===== src/rtl/prog_counter_stack_if.sv =====
// Decoder-side bundle for the program counter: op request in, count/stack status out.
// The master drives the op request; the slave is the counter.
interface prog_counter_stack_if #(
    parameter int WIDTH = 8,
    parameter int DEPTH = 4
) ();
    localparam int SPW = $clog2(DEPTH + 1);

    logic             en;
    logic [2:0]       op;
    logic [WIDTH-1:0] operand;
    logic             out_en;
    logic             err_clr;
    logic [WIDTH-1:0] count;
    logic [WIDTH-1:0] bus_out;
    logic             bus_oe;
    logic [SPW-1:0]   sp;
    logic             stack_full;
    logic             stack_empty;
    logic             err;

    modport master (
        output en, op, operand, out_en, err_clr,
        input  count, bus_out, bus_oe, sp, stack_full, stack_empty, err
    );

    modport slave (
        input  en, op, operand, out_en, err_clr,
        output count, bus_out, bus_oe, sp, stack_full, stack_empty, err
    );
endinterface


===== src/rtl/prog_counter_stack.sv =====
// Program counter with inc/dec/jump/relative branch and a LIFO return stack
// for call/return; drives the shared address bus through an output enable.
module prog_counter_stack #(
    parameter int WIDTH = 8,
    parameter int DEPTH = 4
) (
    input logic                  clk,
    input logic                  rst,
    prog_counter_stack_if.slave  pc
);
    localparam int SPW = $clog2(DEPTH + 1);
    localparam int SLOTS = 2 ** SPW;

    localparam logic [2:0] OP_HOLD   = 3'b000;
    localparam logic [2:0] OP_INC    = 3'b001;
    localparam logic [2:0] OP_LOAD   = 3'b010;
    localparam logic [2:0] OP_BRANCH = 3'b011;
    localparam logic [2:0] OP_CALL   = 3'b100;
    localparam logic [2:0] OP_RET    = 3'b101;
    localparam logic [2:0] OP_DEC    = 3'b110;
    localparam logic [2:0] OP_FLUSH  = 3'b111;

    localparam logic [WIDTH-1:0] ONE    = WIDTH'(1);
    localparam logic [SPW-1:0]   SP_ONE = SPW'(1);
    localparam logic [SPW-1:0]   SP_MAX = SPW'(DEPTH);

    logic [WIDTH-1:0] count_q, count_d;
    logic [SPW-1:0]   sp_q, sp_d, sp_dec;
    logic             err_q, err_d;
    logic             push;
    logic             full, empty;

    // Sized to the full sp range so sp indexes it directly; slots >= DEPTH stay unused.
    logic [WIDTH-1:0] stack_q [SLOTS];

    assign full   = (sp_q == SP_MAX);
    assign empty  = (sp_q == '0);
    assign sp_dec = sp_q - SP_ONE;

    always_comb begin
        count_d = count_q;
        sp_d    = sp_q;
        err_d   = err_q & ~pc.err_clr;
        push    = 1'b0;
        if (pc.en) begin
            unique case (pc.op)
                OP_HOLD:   count_d = count_q;
                OP_INC:    count_d = count_q + ONE;
                OP_LOAD:   count_d = pc.operand;
                // Same-width add wraps exactly like a sign-extended offset.
                OP_BRANCH: count_d = count_q + pc.operand;
                OP_CALL: begin
                    if (!full) begin
                        push    = 1'b1;
                        sp_d    = sp_q + SP_ONE;
                        count_d = pc.operand;
                    end else begin
                        err_d = 1'b1;
                    end
                end
                OP_RET: begin
                    if (!empty) begin
                        count_d = stack_q[sp_dec];
                        sp_d    = sp_dec;
                    end else begin
                        err_d = 1'b1;
                    end
                end
                OP_DEC:    count_d = count_q - ONE;
                OP_FLUSH:  sp_d = '0;
                default:   count_d = count_q;
            endcase
        end
    end

    always_ff @(posedge clk) begin
        if (rst) begin
            count_q <= '0;
            sp_q    <= '0;
            err_q   <= 1'b0;
            for (int i = 0; i < SLOTS; i++) begin
                stack_q[i] <= '0;
            end
        end else begin
            count_q <= count_d;
            sp_q    <= sp_d;
            err_q   <= err_d;
            if (push) begin
                stack_q[sp_q] <= count_q + ONE;
            end
        end
    end

    assign pc.count       = count_q;
    assign pc.bus_out     = pc.out_en ? count_q : '0;
    assign pc.bus_oe      = pc.out_en;
    assign pc.sp          = sp_q;
    assign pc.stack_full  = full;
    assign pc.stack_empty = empty;
    assign pc.err         = err_q;
endmodule

===== src/flat_wrapper.sv =====
// flat-port wrapper written by rule: the top's interface ports become plain ports
module prog_counter_stack_flat 
#(
    parameter int WIDTH = 8,
    parameter int DEPTH = 4
)
  (clk, rst, pc_en, pc_op, pc_operand, pc_out_en, pc_err_clr, pc_count, pc_bus_out, pc_bus_oe, pc_sp, pc_stack_full, pc_stack_empty, pc_err);
  prog_counter_stack_if #(.WIDTH(WIDTH), .DEPTH(DEPTH)) pc_i ();
  input logic clk;
  input logic rst;
  input wire logic [$bits(pc_i.en)-1:0] pc_en;
  input wire logic [$bits(pc_i.op)-1:0] pc_op;
  input wire logic [$bits(pc_i.operand)-1:0] pc_operand;
  input wire logic [$bits(pc_i.out_en)-1:0] pc_out_en;
  input wire logic [$bits(pc_i.err_clr)-1:0] pc_err_clr;
  output wire logic [$bits(pc_i.count)-1:0] pc_count;
  output wire logic [$bits(pc_i.bus_out)-1:0] pc_bus_out;
  output wire logic [$bits(pc_i.bus_oe)-1:0] pc_bus_oe;
  output wire logic [$bits(pc_i.sp)-1:0] pc_sp;
  output wire logic [$bits(pc_i.stack_full)-1:0] pc_stack_full;
  output wire logic [$bits(pc_i.stack_empty)-1:0] pc_stack_empty;
  output wire logic [$bits(pc_i.err)-1:0] pc_err;
  assign pc_i.en = pc_en;
  assign pc_i.op = pc_op;
  assign pc_i.operand = pc_operand;
  assign pc_i.out_en = pc_out_en;
  assign pc_i.err_clr = pc_err_clr;
  assign pc_count = pc_i.count;
  assign pc_bus_out = pc_i.bus_out;
  assign pc_bus_oe = pc_i.bus_oe;
  assign pc_sp = pc_i.sp;
  assign pc_stack_full = pc_i.stack_full;
  assign pc_stack_empty = pc_i.stack_empty;
  assign pc_err = pc_i.err;
  prog_counter_stack #(.WIDTH(WIDTH), .DEPTH(DEPTH)) u_core (.clk(clk), .rst(rst), .pc(pc_i));
endmodule

===== config.mk =====
export PLATFORM = sky130hd
export DESIGN_NAME = prog_counter_stack_flat
export DESIGN_NICKNAME = d
export VERILOG_FILES = /design/src/rtl/prog_counter_stack_if.sv /design/src/rtl/prog_counter_stack.sv /design/src/flat_wrapper.sv
export SDC_FILE = /design/constraint.sdc
export NUM_CORES = 1
export LEC_CHECK = 0
export ABC_AREA = 1
export CAP_MARGIN = 20
export CORE_ASPECT_RATIO = 1.25
export CORE_MARGIN = 2
export CORE_UTILIZATION = 55
export DETAILED_ROUTE_END_ITERATION = 16
export GPL_TIMING_DRIVEN = 0
export PLACE_DENSITY = 0.78
export SLEW_MARGIN = 40
export SYNTH_ARGS = -nofsm -noshare
export SYNTH_HDL_FRONTEND = slang
export SYNTH_SLANG_ARGS = --single-unit

===== constraint.sdc =====
create_clock -name clk -period 5 [get_ports clk]
set_clock_uncertainty 0.2 [all_clocks]
set_input_delay 1 -clock clk [delete_from_list [all_inputs] [get_ports clk]]
set_output_delay 1 -clock clk [all_outputs]
set_load 0.1 [all_outputs]

==> results of run 1 <==
power groups by stage:
| stage | Combinational [µW] | Sequential [µW] | Clock [µW] |
|---|---|---|---|
| 2_1_floorplan | 214 | 790 | 0 |
| 3_3_place_gp | 357 | 742 | 0 |
| 3_5_place_dp | 352 | 743 | 0 |
| 4_1_cts | 353 | 729 | 453 |
| 5_1_grt | 391 | 732 | 479 |
| 6_report | 356 | 729 | 454 |
sequential cells by signal, indices dropped and copies added (netlist names):
signal and flops:
u_core.pc.sp 3, u_core.pc.err 1, u_core.pc.count 8, u_core.stack_q 64
worst paths after layout:
| check | slack (ns) | to | depth (start not counted) | start |
|---|---|---|---|---|
| hold / removal | 0.27 | u_core.pc.err | 2 | u_core.pc.err |
| setup / recovery | 1.55 | u_core.pc.count[7] | 18 | pc_operand[0] |
| hold reg to reg | 0.27 | u_core.pc.err | 2 | u_core.pc.err |
| setup reg to reg | 1.88 | u_core.stack_q[4][1] | 9 | u_core.pc.sp[0] |
area by class of cell:
class | count | area share [%]
Buffer | 17 | 1.77
Clock inverter | 6 | 1.13
Inverter | 53 | 4.09
Tap cell | 95 | 2.44
Sequential cell | 76 | 44.4
Clock buffer | 10 | 2.62
Timing Repair Buffer | 36 | 5.04
Multi-Input combinational cell | 367 | 38.5
per-stage QoR:
step / hold slack (ns) / power (µW) / instances / util [%] / cell area [µm²]
after floorplan: 0.452 / 1000 / 513 / - / 4310
after global placement: 0.252 / 1100 / 644 / 62.2 / 4790
after detailed placement: 0.257 / 1090 / 644 / 60.7 / 4670
after CTS: 0.269 / 1540 / 660 / 63.1 / 4860
after global routing: 0.323 / 1600 / 660 / 63.2 / 4860
final: 0.270 / 1540 / 660 / 63.2 / 4860
Yosys cell counts (2+ instances only):
master	count
nor2_1	112
nand2_1	85
edfxtp_1	64
o21ai_0	48
inv_1	46
a21oi_1	23
nand3_1	18
dfxtp_1	12
ha_1	12
o22ai_1	11
nand2_2	10
clkbuf_1	8
buf_2	6
nand4_1	6
inv_2	5
o211ai_1	5
nor2_2	4
a31oi_1	3
a41oi_1	3
nor3_2	3
o221ai_1	3
xor2_1	3
buf_4	2
clkinv_1	2
nand2_4	2
nor2_4	2
or2_2	2
xnor2_1	2
logic make-up after synthesis:
logic type / Yosys count / share of synthesized area (%)
buffers and inverters: 70 / 6.62
adders and majority gates: 13 / 3.95
AOI/OAI and AO/OA: 102 / 13.4
xor gates and xnor gates: 6 / 1.39
and+or+nand+nor: 246 / 24.5
DFF: 76 / 50.2
tightest hold or removal path, stage by stage, from the launching register on:
cell,delay [ns]
dfxtp_1,0.31
nand2_1,0.06
a21oi_1,0.06
metal layers:
metal,up-vias,track usage (%)
met5,-,0
met1,1720,28.2
li1,1825,-
met2,147,49.3
met4,0,18.3
met3,40,4.56
==> impl_metrics.tcl, run 1 <==
set metrics [dict create \
    io_buffer_count 36 \
    synth_top_cell_by_area "edfxtp_1" \
    first_pass_iters 5 \
    max_stage_delay_ns 0.45 \
    grt_max_degree 13 \
    clockRootBuffer "clkbuf_8" \
    clk_path_buf_depth 2 \
    cp_slowest_cell "clkdlybuf4s50_1" \
    htreeDepth 3 \
    comb_power_share_pct 23.1 \
    io_pins 39 \
    initialDrtViolationCount 244 \
    clock_sinks 76 \
    yosys.area.top_type_share_pct 44.6 \
    post_synth.cell_area_avg_um2 8.40 \
    highest-signal-layer "met4" \
    place_ws_ns 1.22 \
    numCtsBuffers 9 \
    pwr-share-clk_pct 29.5 \
    worstMarginPinSlew_ns 0.851 \
    cp_num_buf_inv 5 \
    gp_congestion 0.914 \
    synth_seq_cells 76 \
    fin_nets 589 \
    wl_per_cell_um 16.3 \
    grt_pass1_wl_um 17600 \
    die_h_um 103 \
    grt_pass1_vias 3830 \
    async_reset_ff_share_pct 0 \
    avgViaCountPerCell 5.65 \
    yosys.cell_types.count 39 \
    netlist_top_cells_area "edfxtp_1, nor2_1, nand2_1" \
    worst_setup_path_start_kind "primary input" \
    antenna_found_initial 0 \
    synth_flop_cell "edfxtp_1" \
    fin_ws_ns 1.55 \
    seq_power_share_pct 47.4 \
    final_cell_mix "nor2_1, nand2_1, edfxtp_1, o21ai_0, inv_1" \
    worstSetupPathType "primary input to register" \
    final-seq-area_mm2 0.00216 \
    start_util_pct 56.0 \
    maxCapViolCount 0 \
    multi_input_area_mm2 0.00187 \
    critPathMostFrequentCell "nand3_1" \
    die_area_mm2 0.00857 \
    diodes 0 \
    power_leakage_uw 0.00205 \
    clk_pin_slew_ns 0.08 \
    drc_errors 0 \
    worstPathRequired_ns 5.04 \
    detail-route-antenna-nets 0 \
    internal_power_uw 1030 \
    powerDensity_mw_per_mm2 317 \
    drive_gt1_share_pct 13.8 \
    met1_length_um 4050 \
    yosysSeqAreaShare_pct 50.2 \
    wl_met2_um 5540 \
    synth_cells 513 \
    path_delay_family "buffers and inverters" \
    crit_chain "clkdlybuf4s50_1 > inv_1 > ha_1 > inv_1 > nor2_1 > inv_1 > o21ai_0 > nand3_1 > ha_1 > inv_1 > o21bai_1 > nand3_1 > nand3_1 > nand3_1 > nand3_1 > nand2_1 > nand2_1 > a21oi_1" \
    slew_viol_final 0 \
    netSwitchingFraction_pct 33.3 \
    min_path_type "register to register" \
    status "finished, final reports clean" \
    routed_wl_um 10700 \
    globalRouteOverflowTotal 0 \
    synth_edf_count 64 \
    finalCriticalPeriod_ns 3.45 \
    fillers 664 \
    fmax_mhz 290 \
    cts_tree "done" \
    slew_headroom_pct 43.0 \
    final_common_cell "nor2_1" \
    setup_viol_count_final 0 \
    dpl.hpwl_um 8250 \
    core_mm2 0.00770 \
    rows 36 \
    syn_area_mm2 0.00431 \
    hold_buffers 0 \
    syn_nets 542 \
    fin_tns_setup_ns 0 \
    vias 3732 \
    p_sw_uw 513 \
    synthToLayoutAreaGrowth_pct 12.9 \
    cts_resized 0 \
    grt_util_all_layers_pct 26.7 \
    fin_crit_sh_pct 68.9 \
    fp.dieW_um 83.2 \
    grt_setup_unrepaired "no" \
    wl_met3_um 612 \
    yosysWarnings 0 \
    critPathCaptureType "register" \
    crit_fanout 4 \
    clock_latency_ns 0.36 \
    critPathArrivalTime_ns 3.48 \
    ir_worst_vdd_v 0.000221 \
    hold_viol_final 0 \
    postCtsSetupBuffers 0 \
]
(Power assumes the default switching activity.)
==> run 2: changes to the inputs <==
Settings changed: CORE_UTILIZATION 55 to 52, PLACE_DENSITY 0.78 to 0.77.
Clock period 5 ns to 3.1 ns, I/O delays scaled along.
==> impl_metrics.tcl, run 2 (same netlist as run 1, synthesis figures left out) <==
set metrics [dict create \
    io_buffer_count 36 \
    vias 3712 \
    drive_gt1_share_pct 15.9 \
    rows 37 \
    fin_nets 589 \
    clk_pin_slew_ns 0.08 \
    grt_setup_unrepaired "yes" \
    p_sw_uw 840 \
    reg2reg_from "u_core.pc.sp[0]" \
    grt_max_degree 14 \
    timing.rr.end "u_core.stack_q[7][0]" \
    rrSetupSlack_ns 0.12 \
    fin_ws_ns 0.119 \
    dpl.hpwl_um 8080 \
    diodes 0 \
    worstSetupPathType "register to register" \
    final-seq-area_mm2 0.00216 \
    fin_crit_sh_pct 96.2 \
    grt_util_all_layers_pct 24.7 \
    postCtsSetupBuffers 0 \
    seq_power_share_pct 46.9 \
    numCtsBuffers 9 \
    top_register "u_core.stack_q" \
    worstMarginPinSlew_ns 0.723 \
    critPathCaptureType "register" \
    comb_power_share_pct 23.4 \
    place_ws_ns -0.328 \
    min_path_type "register to register" \
    routed_wl_um 10600 \
    die_area_mm2 0.00904 \
    largest_reg_flops 64 \
    wl_per_cell_um 16.0 \
    fin_util_pct 60.5 \
    final_cell_mix "nor2_1, nand2_1, edfxtp_1, inv_1, o21ai_0" \
    io_pins 39 \
    pwr-share-clk_pct 29.6 \
    start_util_pct 52.9 \
    critPathArrivalTime_ns 2.80 \
    ir_worst_vdd_v 0.000302 \
    grt_pass1_wl_um 17100 \
    slew_headroom_pct 51.6 \
    cts_tree "done" \
    worst_setup_path_start_kind "register" \
    hold_buffers 0 \
    finalCriticalPeriod_ns 2.98 \
    crit_path_end "u_core.stack_q[7][0]" \
    fp.dieW_um 85.4 \
    worstPathRequired_ns 2.92 \
    final_common_cell "nor2_1" \
    fillers 720 \
    detail-route-antenna-nets 0 \
    power_leakage_uw 0.00208 \
    rr_worst_depth 9 \
    core_mm2 0.00815 \
    clk_path_buf_depth 2 \
    powerDensity_mw_per_mm2 508 \
    initialDrtViolationCount 268 \
    drc_errors 0 \
    status "finished, final reports clean" \
    internal_power_uw 1660 \
    hold_viol_final 0 \
    avgViaCountPerCell 5.61 \
    globalRouteOverflowTotal 0 \
    clock_sinks 76 \
    maxCapViolCount 0 \
    multi_input_area_mm2 0.00191 \
    first_pass_iters 5 \
    slew_viol_final 0 \
    synthToLayoutAreaGrowth_pct 14.4 \
    htreeDepth 3 \
    fin_tns_setup_ns 0 \
    grt_pass1_vias 3656 \
    setup_viol_count_final 0 \
    die_h_um 106 \
    antenna_found_initial 0 \
    clock_latency_ns 0.36 \
    clockRootBuffer "clkbuf_8" \
    cp-startpoint "u_core.pc.sp[0]" \
    crit_fanout 11 \
    fmax_mhz 335 \
    gp_congestion 0.880 \
    netSwitchingFraction_pct 33.5 \
]
-- run 2: cell count changes in the layout (fill, tap and decap cells not counted), moves of 2 or more --
cell	before	now
o21ai_1	1	4
nor2_1	112	109
nand2_1	85	83
clkbuf_1	9	7
dlymetal6s2s_1	0	3
o21ai_0	48	45
nor2_4	2	4
clkinv_2	5	3
clkinvlp_4	0	4
nand2_2	10	12
clkdlybuf4s50_1	13	10
-- run 2: layer usage --
metal | vias to the layer above | wire (µm) | global-route usage, %
met5 | - | 0 | 0
met4 | 0 | 452 | 15.8
met3 | 30 | 492 | 3.76
met2 | 118 | 5580 | 43.9
met1 | 1740 | 4050 | 27.0
li1 | 1824 | - | -
-- run 2: cell type report --
type / count / area share [%]
repair buffers: 36 / 5.13
clock inverters: 7 / 1.37
clock buffers: 9 / 2.51
plain buffers: 17 / 1.83
flip-flops and latches: 76 / 43.9
multi-input cells: 367 / 38.7
inverters: 53 / 4.11
well taps: 97 / 2.46
-- run 2: worst max-delay path, cell delays in order (launching register included) --
cell,delay (ns)
dfxtp_2,0.35
buf_2,0.23
clkinvlp_4,0.19
buf_2,0.23
ha_1,0.25
nand2_1,0.14
nand4_1,0.20
nor2_2,0.28
nand2_2,0.20
nand2_1,0.35
-- run 2: worst min path at each step --
stage | startpoint | endpoint | slack [ns] | depth (start not counted)
5_1_grt | u_core.pc.err | u_core.pc.err | 0.32 | 2
2_1_floorplan | u_core.stack_q[5][4] | u_core.pc.count[4] | 0.45 | 4
3_5_place_dp | u_core.pc.err | u_core.pc.err | 0.26 | 2
4_1_cts | u_core.pc.err | u_core.pc.err | 0.27 | 2
3_3_place_gp | u_core.pc.err | u_core.pc.err | 0.25 | 2
6_report | u_core.pc.err | u_core.pc.err | 0.26 | 2
-- run 2: what timing repair did --
item,in CTS,in global routing
endpoints found under the hold margin,0,0
gates resized for setup,0,18
endpoints found under the setup margin,0,71
-- run 2: power by group through the flow --
stage          sequential (µW)  clock (µW)  combinational (µW)
3_5_place_dp              1200           0                 570
2_1_floorplan             1270           0                 348
5_1_grt                   1180         796                 634
6_report                  1180         742                 587
3_3_place_gp              1200           0                 578
4_1_cts                   1170         747                 573
-- run 2: metrics by stage --
step | hold slack [ns] | power [µW] | cells | cell area [µm²]
2_1_floorplan | 0.452 | 1620 | 513 | 4320
3_3_place_gp | 0.252 | 1780 | 646 | 4800
3_5_place_dp | 0.255 | 1770 | 646 | 4690
4_1_cts | 0.268 | 2490 | 662 | 4880
5_1_grt | 0.320 | 2610 | 662 | 4930
6_report | 0.265 | 2500 | 662 | 4930
==> run 3: changes to the inputs <==
Settings changed: CORE_ASPECT_RATIO 1.25 to 1.5, CORE_UTILIZATION 52 to 55, PLACE_DENSITY 0.77 to 0.78.
Clock period 3.1 ns to 3 ns, I/O delays scaled along.
==> impl_metrics.tcl, run 3 (same netlist as run 1, synthesis figures left out) <==
set metrics [dict create \
    start_util_pct 56.6 \
    slew_headroom_pct 44.1 \
    final_cell_mix "nor2_1, nand2_1, edfxtp_1, inv_1, o21ai_0" \
    rows 39 \
    finalCriticalPeriod_ns 2.92 \
    cp_slowest_cell "ha_1" \
    power_leakage_uw 0.00215 \
    htreeDepth 3 \
    netSwitchingFraction_pct 31.0 \
    grt_pass1_wl_um 17900 \
    drc_errors 0 \
    initialDrtViolationCount 216 \
    min_path_type "register to register" \
    cp_num_buf_inv 6 \
    clk_path_buf_depth 2 \
    fin_area_mm2 0.00512 \
    grt_pass1_vias 3801 \
    wl_per_cell_um 16.8 \
    fin_nets 591 \
    grt_setup_unrepaired "yes" \
    maxCapViolCount 0 \
    detail-route-antenna-nets 0 \
    worstSetupPathType "register to register" \
    setup_viol_count_final 0 \
    diodes 0 \
    dpl.hpwl_um 8410 \
    clock_sinks 76 \
    power.total_uw 2920 \
    top_register "u_core.stack_q" \
    status "finished, final reports clean" \
    grt_util_all_layers_pct 27.1 \
    hold_buffers 0 \
    worstMarginPinSlew_ns 0.838 \
    largest_reg_flops 64 \
    io_buffer_count 36 \
    max_stage_delay_ns 0.37 \
    rr_worst_depth 13 \
    critPathArrivalTime_ns 2.98 \
    internal_power_uw 2020 \
    globalRouteOverflowTotal 0 \
    avgViaCountPerCell 5.64 \
    routed_wl_um 11200 \
    synthToLayoutAreaGrowth_pct 18.8 \
    critPathCaptureType "register" \
    fin_crit_sh_pct 97.2 \
    comb_power_share_pct 21.4 \
    pwr-share-clk_pct 36.8 \
    die_area_mm2 0.00858 \
    worst_setup_path_start_kind "register" \
    cts_tree "done" \
    drive_gt1_share_pct 18.5 \
    fmax_mhz 343 \
    powerDensity_mw_per_mm2 571 \
    p_sw_uw 906 \
    numCtsBuffers 9 \
    met1_length_um 3910 \
    core_mm2 0.00761 \
    ir_worst_vdd_v 0.000420 \
    vias 3770 \
    grt_max_degree 14 \
    critPathMostFrequentCell "buf_2" \
    worstPathRequired_ns 3.07 \
    gp_congestion 0.939 \
    crit_chain "buf_2 > clkinv_2 > buf_2 > ha_1 > clkbuf_2 > inv_1 > buf_2 > o21ai_0 > o22ai_1 > nand2_1 > nand4_1 > nand2_1 > a21oi_1" \
    wl_met3_um 519 \
    io_pins 39 \
    cp.depth 13 \
    final_common_cell "nor2_1" \
    crit_fanout 11 \
    hold_viol_final 0 \
    first_pass_iters 5 \
    wl_met2_um 6390 \
    antenna_found_initial 0 \
    path_delay_family "buffers and inverters" \
    clock_latency_ns 0.34 \
    clk_pin_slew_ns 0.06 \
    seq_power_share_pct 41.8 \
    clockRootBuffer "clkbuf_16" \
    fp.dieW_um 76.3 \
    highest-signal-layer "met4" \
    slew_viol_final 0 \
    postPlaceCellArea_mm2 0.00469 \
    holdPathStages 2 \
    die_h_um 112 \
]
run 3: cell types whose count changed in the layout (fill, tap and decap cells not counted), sizes merged:
| cell | previous run | this run |
|---|---|---|
| dlymetal6s2s | 3 | 2 |
| clkinv | 4 | 5 |
| buf | 31 | 34 |
| clkinvlp | 4 | 1 |
| dlygate4sd2 | 0 | 1 |
| clkbuf | 18 | 19 |
run 3: final timing paths:
| check | to | from | slack (ns) |
|---|---|---|---|
| max reg2reg | u_core.pc.count[6] | u_core.pc.sp[0] | 0.08 |
| max | u_core.pc.count[6] | u_core.pc.sp[0] | 0.08 |
| min reg2reg | u_core.pc.err | u_core.pc.err | 0.27 |
| min | u_core.pc.err | u_core.pc.err | 0.27 |
run 3: tightest hold or removal path, delay by kind of cell, from the launching register on:
| family | cells | cell delay, ns |
|---|---|---|
| simple gates | 1 | 0.06 |
| compound gates | 1 | 0.06 |
| flops | 1 | 0.31 |
run 3: cell type report:
cell class / instances / area [µm²]
buffer: 17 / 87.6
sequential: 76 / 2160
clock inverter: 5 / 52.6
inverter: 53 / 200
multi-input combinational: 367 / 1980
clock buffer: 11 / 243
fill: 652 / 2490
tap: 102 / 128
timing repair buffer: 38 / 264
run 3: stage by stage:
stage                     utilization, %  hold WS (ns)  setup slack [ns]  setup TNS, ns  instances
after floorplan                        -         0.452             0.160              0        513
after global placement              63.1         0.254            -0.376          -1.93        651
after detailed placement            61.6         0.266            -0.433          -2.82        651
after CTS                           65.6         0.275          -0.00869       -0.00869        667
after global routing                67.3         0.308           -0.0893         -0.142        669
final                               67.3         0.274            0.0839              0        669
run 3: power by group through the flow:
stage	logic [µW]	registers [µW]	clock network (µW)
final	626	1220	1080
after global routing	673	1220	1120
after CTS	595	1220	1080
after detailed placement	590	1240	0
after global placement	600	1240	0
after floorplan	359	1320	0
run 3: per-layer routing:
layer	vias to the layer above	track usage (%)
met2	141	52.9
met1	1767	26.1
met3	34	4.90
li1	1828	-
met5	-	0
met4	0	15.9
run 3: timing repair:
item | CTS | global route
setup endpoints to repair | 19 | 70
endpoints found under the hold margin | 0 | 0
resized for setup | 4 | 29
gates cloned | 0 | 0
pin swaps | 0 | 6
setup buffers | 0 | 2
